===== src/rtl/reg_bank_sync_pkg.sv =====
// -----------------------------------------------------------------------------
// reg_bank_sync_pkg
// Shared definitions for the synchronous control/status register bank.
//   reg_type_e   : per-register behaviour code (2 bits per register in
//                  the REG_TYPES parameter of reg_bank_sync)
//   BYTE_W       : width of one byte-enable lane
//   reg_type_at  : extracts the type code of register i from a packed
//                  REG_TYPES vector
// -----------------------------------------------------------------------------
package reg_bank_sync_pkg;

  typedef enum logic [1:0] {
    REG_RW     = 2'd0,
    REG_RO     = 2'd1,
    REG_W1C    = 2'd2,
    REG_STROBE = 2'd3
  } reg_type_e;

  localparam int BYTE_W = 8;

  // Largest bank the helper can decode; REG_TYPES is zero-extended into it.
  localparam int MAX_REGS = 256;

  function automatic reg_type_e reg_type_at(input logic [2*MAX_REGS-1:0] types,
                                            input int idx);
    return reg_type_e'(types[2*idx +: 2]);
  endfunction

endpackage


===== src/rtl/reg_bank_cell.sv =====
// -----------------------------------------------------------------------------
// reg_bank_cell
// One register of the bank. Behaviour is selected at elaboration by TYPE:
//   RW     : byte-enabled storage; with SHADOW=1 writes land in a shadow copy
//            and the active copy follows it only on commit.
//   RO     : stores nothing; reads return ro_value, active value is 0.
//   W1C    : status bits set by hw_set, cleared by writing 1 (set wins).
//   STROBE : bits written 1 are high on active_value for one cycle.
// Ports:
//   clk, reset     : clock, asynchronous active-high reset
//   wr_en          : decoded write to this register (bus already qualified)
//   wr_data        : write data
//   wr_mask        : per-bit write mask expanded from the byte enables
//   commit         : frame-boundary pulse, shadow -> active
//   ro_value       : live value for RO registers
//   hw_set         : per-bit set pulses for W1C registers
//   rd_value       : value returned on a bus read
//   active_value   : value driven onto values_out
// -----------------------------------------------------------------------------
module reg_bank_cell
  import reg_bank_sync_pkg::*;
#(
  parameter int                    DATA_WIDTH  = 16,
  parameter reg_type_e             TYPE        = REG_RW,
  parameter bit                    SHADOW      = 1'b0,
  parameter logic [DATA_WIDTH-1:0] RESET_VALUE = '0
) (
  input  logic                  clk,
  input  logic                  reset,
  input  logic                  wr_en,
  input  logic [DATA_WIDTH-1:0] wr_data,
  input  logic [DATA_WIDTH-1:0] wr_mask,
  input  logic                  commit,
  input  logic [DATA_WIDTH-1:0] ro_value,
  input  logic [DATA_WIDTH-1:0] hw_set,
  output logic [DATA_WIDTH-1:0] rd_value,
  output logic [DATA_WIDTH-1:0] active_value
);

  // Only RW and W1C registers have a meaningful reset value; strobes and
  // RO cells always come out of reset at zero.
  localparam logic [DATA_WIDTH-1:0] INIT_VALUE =
    (TYPE == REG_RW || TYPE == REG_W1C) ? RESET_VALUE : '0;
  localparam bit IS_SHADOWED = SHADOW && (TYPE == REG_RW);

  // state_q is the shadow for RW, the status for W1C, the pulse for STROBE.
  logic [DATA_WIDTH-1:0] state_d, state_q;
  logic [DATA_WIDTH-1:0] active_d, active_q;
  logic [DATA_WIDTH-1:0] wr_ones;

  always_comb begin
    wr_ones = wr_en ? (wr_data & wr_mask) : '0;
    state_d = state_q;
    case (TYPE)
      REG_RW:     if (wr_en) state_d = (state_q & ~wr_mask) | (wr_data & wr_mask);
      REG_W1C:    state_d = (state_q & ~wr_ones) | hw_set;
      REG_STROBE: state_d = wr_ones;
      default:    state_d = '0;
    endcase

    // Using state_d (not state_q) lets a write in the commit cycle reach
    // the active copy at the same edge.
    if (IS_SHADOWED) begin
      active_d = commit ? state_d : active_q;
    end else begin
      active_d = state_d;
    end

    case (TYPE)
      REG_RW:  rd_value = state_q;
      REG_W1C: rd_value = state_q;
      REG_RO:  rd_value = ro_value;
      default: rd_value = '0;
    endcase
  end

  always_ff @(posedge clk or posedge reset) begin
    if (reset) begin
      state_q  <= INIT_VALUE;
      active_q <= INIT_VALUE;
    end else begin
      state_q  <= state_d;
      active_q <= active_d;
    end
  end

  assign active_value = active_q;

endmodule


===== src/rtl/reg_bank_sync.sv =====
// -----------------------------------------------------------------------------
// reg_bank_sync
// Synchronous control/status register bank with per-register types,
// byte enables, double-buffered RW registers and W1C status with irq.
// Ports:
//   clk, reset   : system clock, asynchronous active-high reset
//   en, rd, wr   : bus access; rd&wr together is a write only
//   be           : byte enables for writes (DATA_WIDTH/8)
//   addr         : register address; addr >= NUM_REGS reads 0, writes dropped
//   data_in      : write data
//   data_out     : registered read data (one-cycle latency)
//   data_valid   : one-cycle flag accompanying each read result
//   commit       : frame-boundary pulse copying shadows to active copies
//   values_in    : live values for RO registers (slice per register)
//   hw_set       : per-bit set pulses for W1C registers
//   values_out   : active value of every register (RO slices are 0)
//   irq          : registered OR of all W1C status bits
// -----------------------------------------------------------------------------
module reg_bank_sync
  import reg_bank_sync_pkg::*;
#(
  parameter int                               ADDR_WIDTH   = 4,
  parameter int                               DATA_WIDTH   = 16,
  parameter int                               NUM_REGS     = 16,
  parameter logic [2*NUM_REGS-1:0]            REG_TYPES    = '0,
  parameter logic [NUM_REGS-1:0]              SHADOW_MASK  = '0,
  parameter logic [NUM_REGS*DATA_WIDTH-1:0]   RESET_VALUES = '0
) (
  input  logic                           clk,
  input  logic                           reset,
  input  logic                           en,
  input  logic                           rd,
  input  logic                           wr,
  input  logic [DATA_WIDTH/8-1:0]        be,
  input  logic [ADDR_WIDTH-1:0]          addr,
  input  logic [DATA_WIDTH-1:0]          data_in,
  output logic [DATA_WIDTH-1:0]          data_out,
  output logic                           data_valid,
  input  logic                           commit,
  input  logic [NUM_REGS*DATA_WIDTH-1:0] values_in,
  input  logic [NUM_REGS*DATA_WIDTH-1:0] hw_set,
  output logic [NUM_REGS*DATA_WIDTH-1:0] values_out,
  output logic                           irq
);

  localparam int NUM_BYTES = DATA_WIDTH / BYTE_W;
  localparam logic [2*MAX_REGS-1:0] TYPES_EXT = (2*MAX_REGS)'(REG_TYPES);

  logic                  wr_access, rd_access;
  logic [DATA_WIDTH-1:0] wr_mask;
  logic [NUM_REGS-1:0]   wr_sel;
  logic [NUM_REGS-1:0]   w1c_any;
  logic [DATA_WIDTH-1:0] rd_vals     [NUM_REGS];
  logic [DATA_WIDTH-1:0] active_vals [NUM_REGS];
  logic [DATA_WIDTH-1:0] rd_mux;

  logic [DATA_WIDTH-1:0] data_out_d, data_out_q;
  logic                  data_valid_d, data_valid_q;
  logic                  irq_d, irq_q;

  // Address decode: an address matching no register selects nothing, so
  // out-of-range writes are dropped and out-of-range reads return 0.
  always_comb begin
    wr_access = en & wr;
    rd_access = en & rd & ~wr;

    for (int b = 0; b < NUM_BYTES; b++) begin
      wr_mask[b*BYTE_W +: BYTE_W] = {BYTE_W{be[b]}};
    end

    wr_sel = '0;
    rd_mux = '0;
    for (int i = 0; i < NUM_REGS; i++) begin
      if (addr == ADDR_WIDTH'(i)) begin
        wr_sel[i] = wr_access;
        rd_mux    = rd_vals[i];
      end
    end

    data_out_d   = rd_access ? rd_mux : data_out_q;
    data_valid_d = rd_access;
    irq_d        = |w1c_any;
  end

  for (genvar i = 0; i < NUM_REGS; i++) begin : g_reg
    localparam reg_type_e CELL_TYPE = reg_type_at(TYPES_EXT, i);

    reg_bank_cell #(
      .DATA_WIDTH  (DATA_WIDTH),
      .TYPE        (CELL_TYPE),
      .SHADOW      (SHADOW_MASK[i]),
      .RESET_VALUE (RESET_VALUES[i*DATA_WIDTH +: DATA_WIDTH])
    ) u_cell (
      .clk          (clk),
      .reset        (reset),
      .wr_en        (wr_sel[i]),
      .wr_data      (data_in),
      .wr_mask      (wr_mask),
      .commit       (commit),
      .ro_value     (values_in[i*DATA_WIDTH +: DATA_WIDTH]),
      .hw_set       (hw_set[i*DATA_WIDTH +: DATA_WIDTH]),
      .rd_value     (rd_vals[i]),
      .active_value (active_vals[i])
    );

    assign values_out[i*DATA_WIDTH +: DATA_WIDTH] = active_vals[i];
    assign w1c_any[i] = (CELL_TYPE == REG_W1C) ? |active_vals[i] : 1'b0;
  end

  always_ff @(posedge clk or posedge reset) begin
    if (reset) begin
      data_out_q   <= '0;
      data_valid_q <= 1'b0;
      irq_q        <= 1'b0;
    end else begin
      data_out_q   <= data_out_d;
      data_valid_q <= data_valid_d;
      irq_q        <= irq_d;
    end
  end

  assign data_out   = data_out_q;
  assign data_valid = data_valid_q;
  assign irq        = irq_q;

endmodule


===== config.mk =====
export PLATFORM = sky130hd
export DESIGN_NAME = reg_bank_sync
export DESIGN_NICKNAME = d
export VERILOG_FILES = /design/src/rtl/reg_bank_sync_pkg.sv /design/src/rtl/reg_bank_cell.sv /design/src/rtl/reg_bank_sync.sv
export SDC_FILE = /design/constraint.sdc
export NUM_CORES = 1
export LEC_CHECK = 0
export CELL_PAD_IN_SITES_DETAIL_PLACEMENT = 1
export CELL_PAD_IN_SITES_GLOBAL_PLACEMENT = 2
export CORE_AREA = 2 2 319 321
export DETAILED_ROUTE_END_ITERATION = 12
export DIE_AREA = 0 0 321 323
export HOLD_SLACK_MARGIN = 0.15
export PLACE_DENSITY_LB_ADDON = 0.05
export SETUP_SLACK_MARGIN = 0.1
export SYNTH_ARGS = -nofsm -noshare
export SYNTH_HDL_FRONTEND = slang
export SYNTH_SLANG_ARGS = --single-unit

===== constraint.sdc =====
create_clock -name clk -period 10.6 [get_ports clk]
set_clock_uncertainty 0.2 [all_clocks]
set_input_delay 3.18 -clock clk [delete_from_list [all_inputs] [get_ports clk]]
set_output_delay 3.18 -clock clk [all_outputs]
set_load 0.01 [all_outputs]

==> reports/qor.yml <==
cts:
  cts_buffer_depth: 3
  numCtsBuffers: 42
  clk_latency_ns: 0.59
  post_cts_buffers: 0
  cts_tree: "done"
  cts_sinks: 273
  hold_buffers: 0
  cts.clk_slew.worst_paths_ns: 0.05
  root_buffer: "clkbuf_16"
  post_cts_resized: 0
  cts_htree_levels: 2
sta:
  setup_tns_ns: 0
  drv_slew: 0
  setup_viol: 0
  fmax_mhz: 164
  rsz0062_at_grt: "false"
  relSlewSlack: 0.347
  finalHoldViolations: 0
  min_period_over_period: 0.575
  min_period_ns: 6.09
  tightest_slew_ns: 0.978
  hold_slack_ns: 0.308
pwr:
  p_leak_uw: 0.00775
  p_switching_uw: 1100
  pwr-share-clk: 0.392
  swShare: 0.314
  pwr-share-seq: 0.378
  p_comb_frac: 0.231
  power.density_mw_per_mm2: 187
  intPower_uw: 2410
  ir_worst_vdd_v: 0.0000869
grt:
  antenna_found_initial: 2
  grtUsageTotal: 0.151
  grt_start_max_net_pins: 114
  grt_pass1_vias: 10800
  grt_first_pass_wirelength_um: 106000
  grt-ovfl-total: 0
floorplan:
  initial_core_util: 0.131
  core_mm2: 0.101
  die_w_um: 321
  num_rows: 117
  die_area_mm2: 0.104
  ioPinCount: 814
  die_h_um: 323
setup_path:
  crit_required_ns: 10.90
  cp_max_fo: 27
  end_kind: "flip-flop"
  crit_start: "addr[3]"
  crit_type: "in2reg"
  startpoint_type: "input pin"
  arrival_ns: 6.39
route:
  vias: 9789
  ant_nets: 0
  wl_um: 79200
  routedWlPerCell_um: 30.3
  post-route-drc-count: 0
  via_per_inst: 3.74
  drt_pass1_iterations: 4
  first_iter_violations: 295
yosys:
  syn_area_per_cell_um2: 13.3
  synth_edf_count: 0
  async_flop_share: 1.00
  syn_area_mm2: 0.0131
  synth_cell_types: 58
  synthFlopType: "dfrtp_1"
  yosysWarnings: 0
  synth_nets: 1525
  synthCells: 985
  seq_area_frac_synth: 0.520
  ys_ff_latch: 273
status:
  status: "complete, no violations"
min_path:
  hold_path.class: "reg2reg"
  min_from: "data_out[3]"
placement:
  routabilityCongestion: 0.699
  hpwl_um: 58100
  dp.cells: 2545
  io_buffers: 299
final_layout:
  drive_above_1_share: 0.325
  nets: 1820
  area_delta_synth_final_pct: 43.3
  n_antenna_cell: 0
  layout.cells.non_filler: 2614
flow_run:
  maxCapViolCount: 0
==> area by class of cell <==
type / instances / area [um^2]
well taps: 1309 / 1640
clock inverters: 7 / 78.8
inverters: 9 / 37.5
fillers: 11200 / 81900
repair buffers: 318 / 3130
multi-input cells: 636 / 5890
clock buffers: 62 / 1230
flip-flops and latches: 273 / 6830
==> per-stage QoR <==
stage	area, um^2	worst slack, ns	power, uW	util
floorplan	13200	3.61	1630	-
global placement	17500	3.83	2190	0.174
detailed placement	17500	3.82	2190	0.174
CTS	18800	4.44	3630	0.187
global route	18800	4.33	3710	0.187
finish	18800	4.51	3520	0.187
==> layer usage <==
| metal | up-vias | global-route usage | part of all wire |
|---|---|---|---|
| li1 | 4271 | - | - |
| met1 | 5148 | 0.177 | 0.41 |
| met2 | 286 | 0.249 | 0.46 |
| met3 | 80 | 0.0624 | 0.087 |
| met4 | 4 | 0.0506 | 0.036 |
| met5 | - | 0 | 0.00024 |
==> cells by family after synthesis <==
logic type	after synthesis	synth area share
buffers and inverters	76	0.0324
other	1	0.000285
AND/OR/NAND/NOR	134	0.0644
multiplexers	352	0.308
AO/OA/AOI/OAI	149	0.0752
flip-flops	273	0.520
==> path summary, 6_finish.rpt <==
| kind | end | slack [ns] | cells past startpoint |
|---|---|---|---|
| setup / recovery | data_out[0] | 4.51 | 7 |
| hold / removal | data_out[3] | 0.31 | 2 |
| setup reg to reg | data_out[0] | 8.43 | 5 |
| hold reg to reg | data_out[3] | 0.31 | 2 |
| max in group asynchronous | async pin | 5.53 | 4 |
| min in group asynchronous | async pin | 2.87 | 2 |
==> critical path, stage by stage <==
cell,delay [ns]
buf_2,0.08
buf_4,0.42
nor2b_1,0.85
nand2_1,0.84
o22ai_1,0.63
o221ai_1,0.22
o21ai_1,0.14
==> layout by cell type, fill, tap and decap left out, types with 9 or more instances in the layout <==
| cell | instances |
|---|---|
| o21ai_0 | 30 |
| nor3_1 | 13 |
| nand2_1 | 19 |
| clkbuf_1 | 11 |
| a21oi_1 | 28 |
| nor2_1 | 37 |
| mux2i_1 | 53 |
| a221oi_1 | 10 |
| clkbuf_16 | 43 |
| dfrtp_1 | 273 |
| mux4_2 | 11 |
| clkdlybuf4s50_1 | 295 |
| o211ai_1 | 13 |
| a221o_1 | 9 |
| mux2_2 | 286 |
| buf_4 | 20 |
| nor2_2 | 12 |
| o22ai_1 | 26 |
==> power by group through the flow <==
| stage | clock network, uW | registers, uW | logic (uW) |
|---|---|---|---|
| final | 1380 | 1330 | 811 |
| after global routing | 1480 | 1360 | 875 |
| after CTS | 1450 | 1340 | 844 |
| after detailed placement | 0 | 1350 | 839 |
| after global placement | 0 | 1350 | 842 |
| after floorplan | 0 | 1360 | 267 |
==> synthesized netlist by cell type (4+ instances only) <==
master,n,area (um^2)
nand3_1,6,30.0
nor2b_1,4,25.0
o211ai_1,13,97.6
a31oi_1,4,25.0
dfrtp_1,273,6830
a22oi_1,4,30.0
nor2_4,8,90.1
a221oi_1,10,87.6
o22ai_1,26,163
clkbuf_1,25,93.8
buf_2,23,115
nor2_2,11,68.8
nor2_1,38,143
nand2b_1,4,25.0
mux2_2,286,3220
a221o_1,9,90.1
nor3_4,6,97.6
inv_1,7,26.3
nand2_2,4,25.0
nor3_1,13,65.1
buf_4,9,67.6
buf_6,9,101
mux4_2,11,248
mux2i_1,53,531
o21ai_0,30,150
o21ai_1,4,20.0
nand2_1,19,71.3
a21oi_1,28,140
Power figures use the tool's default switching activity.
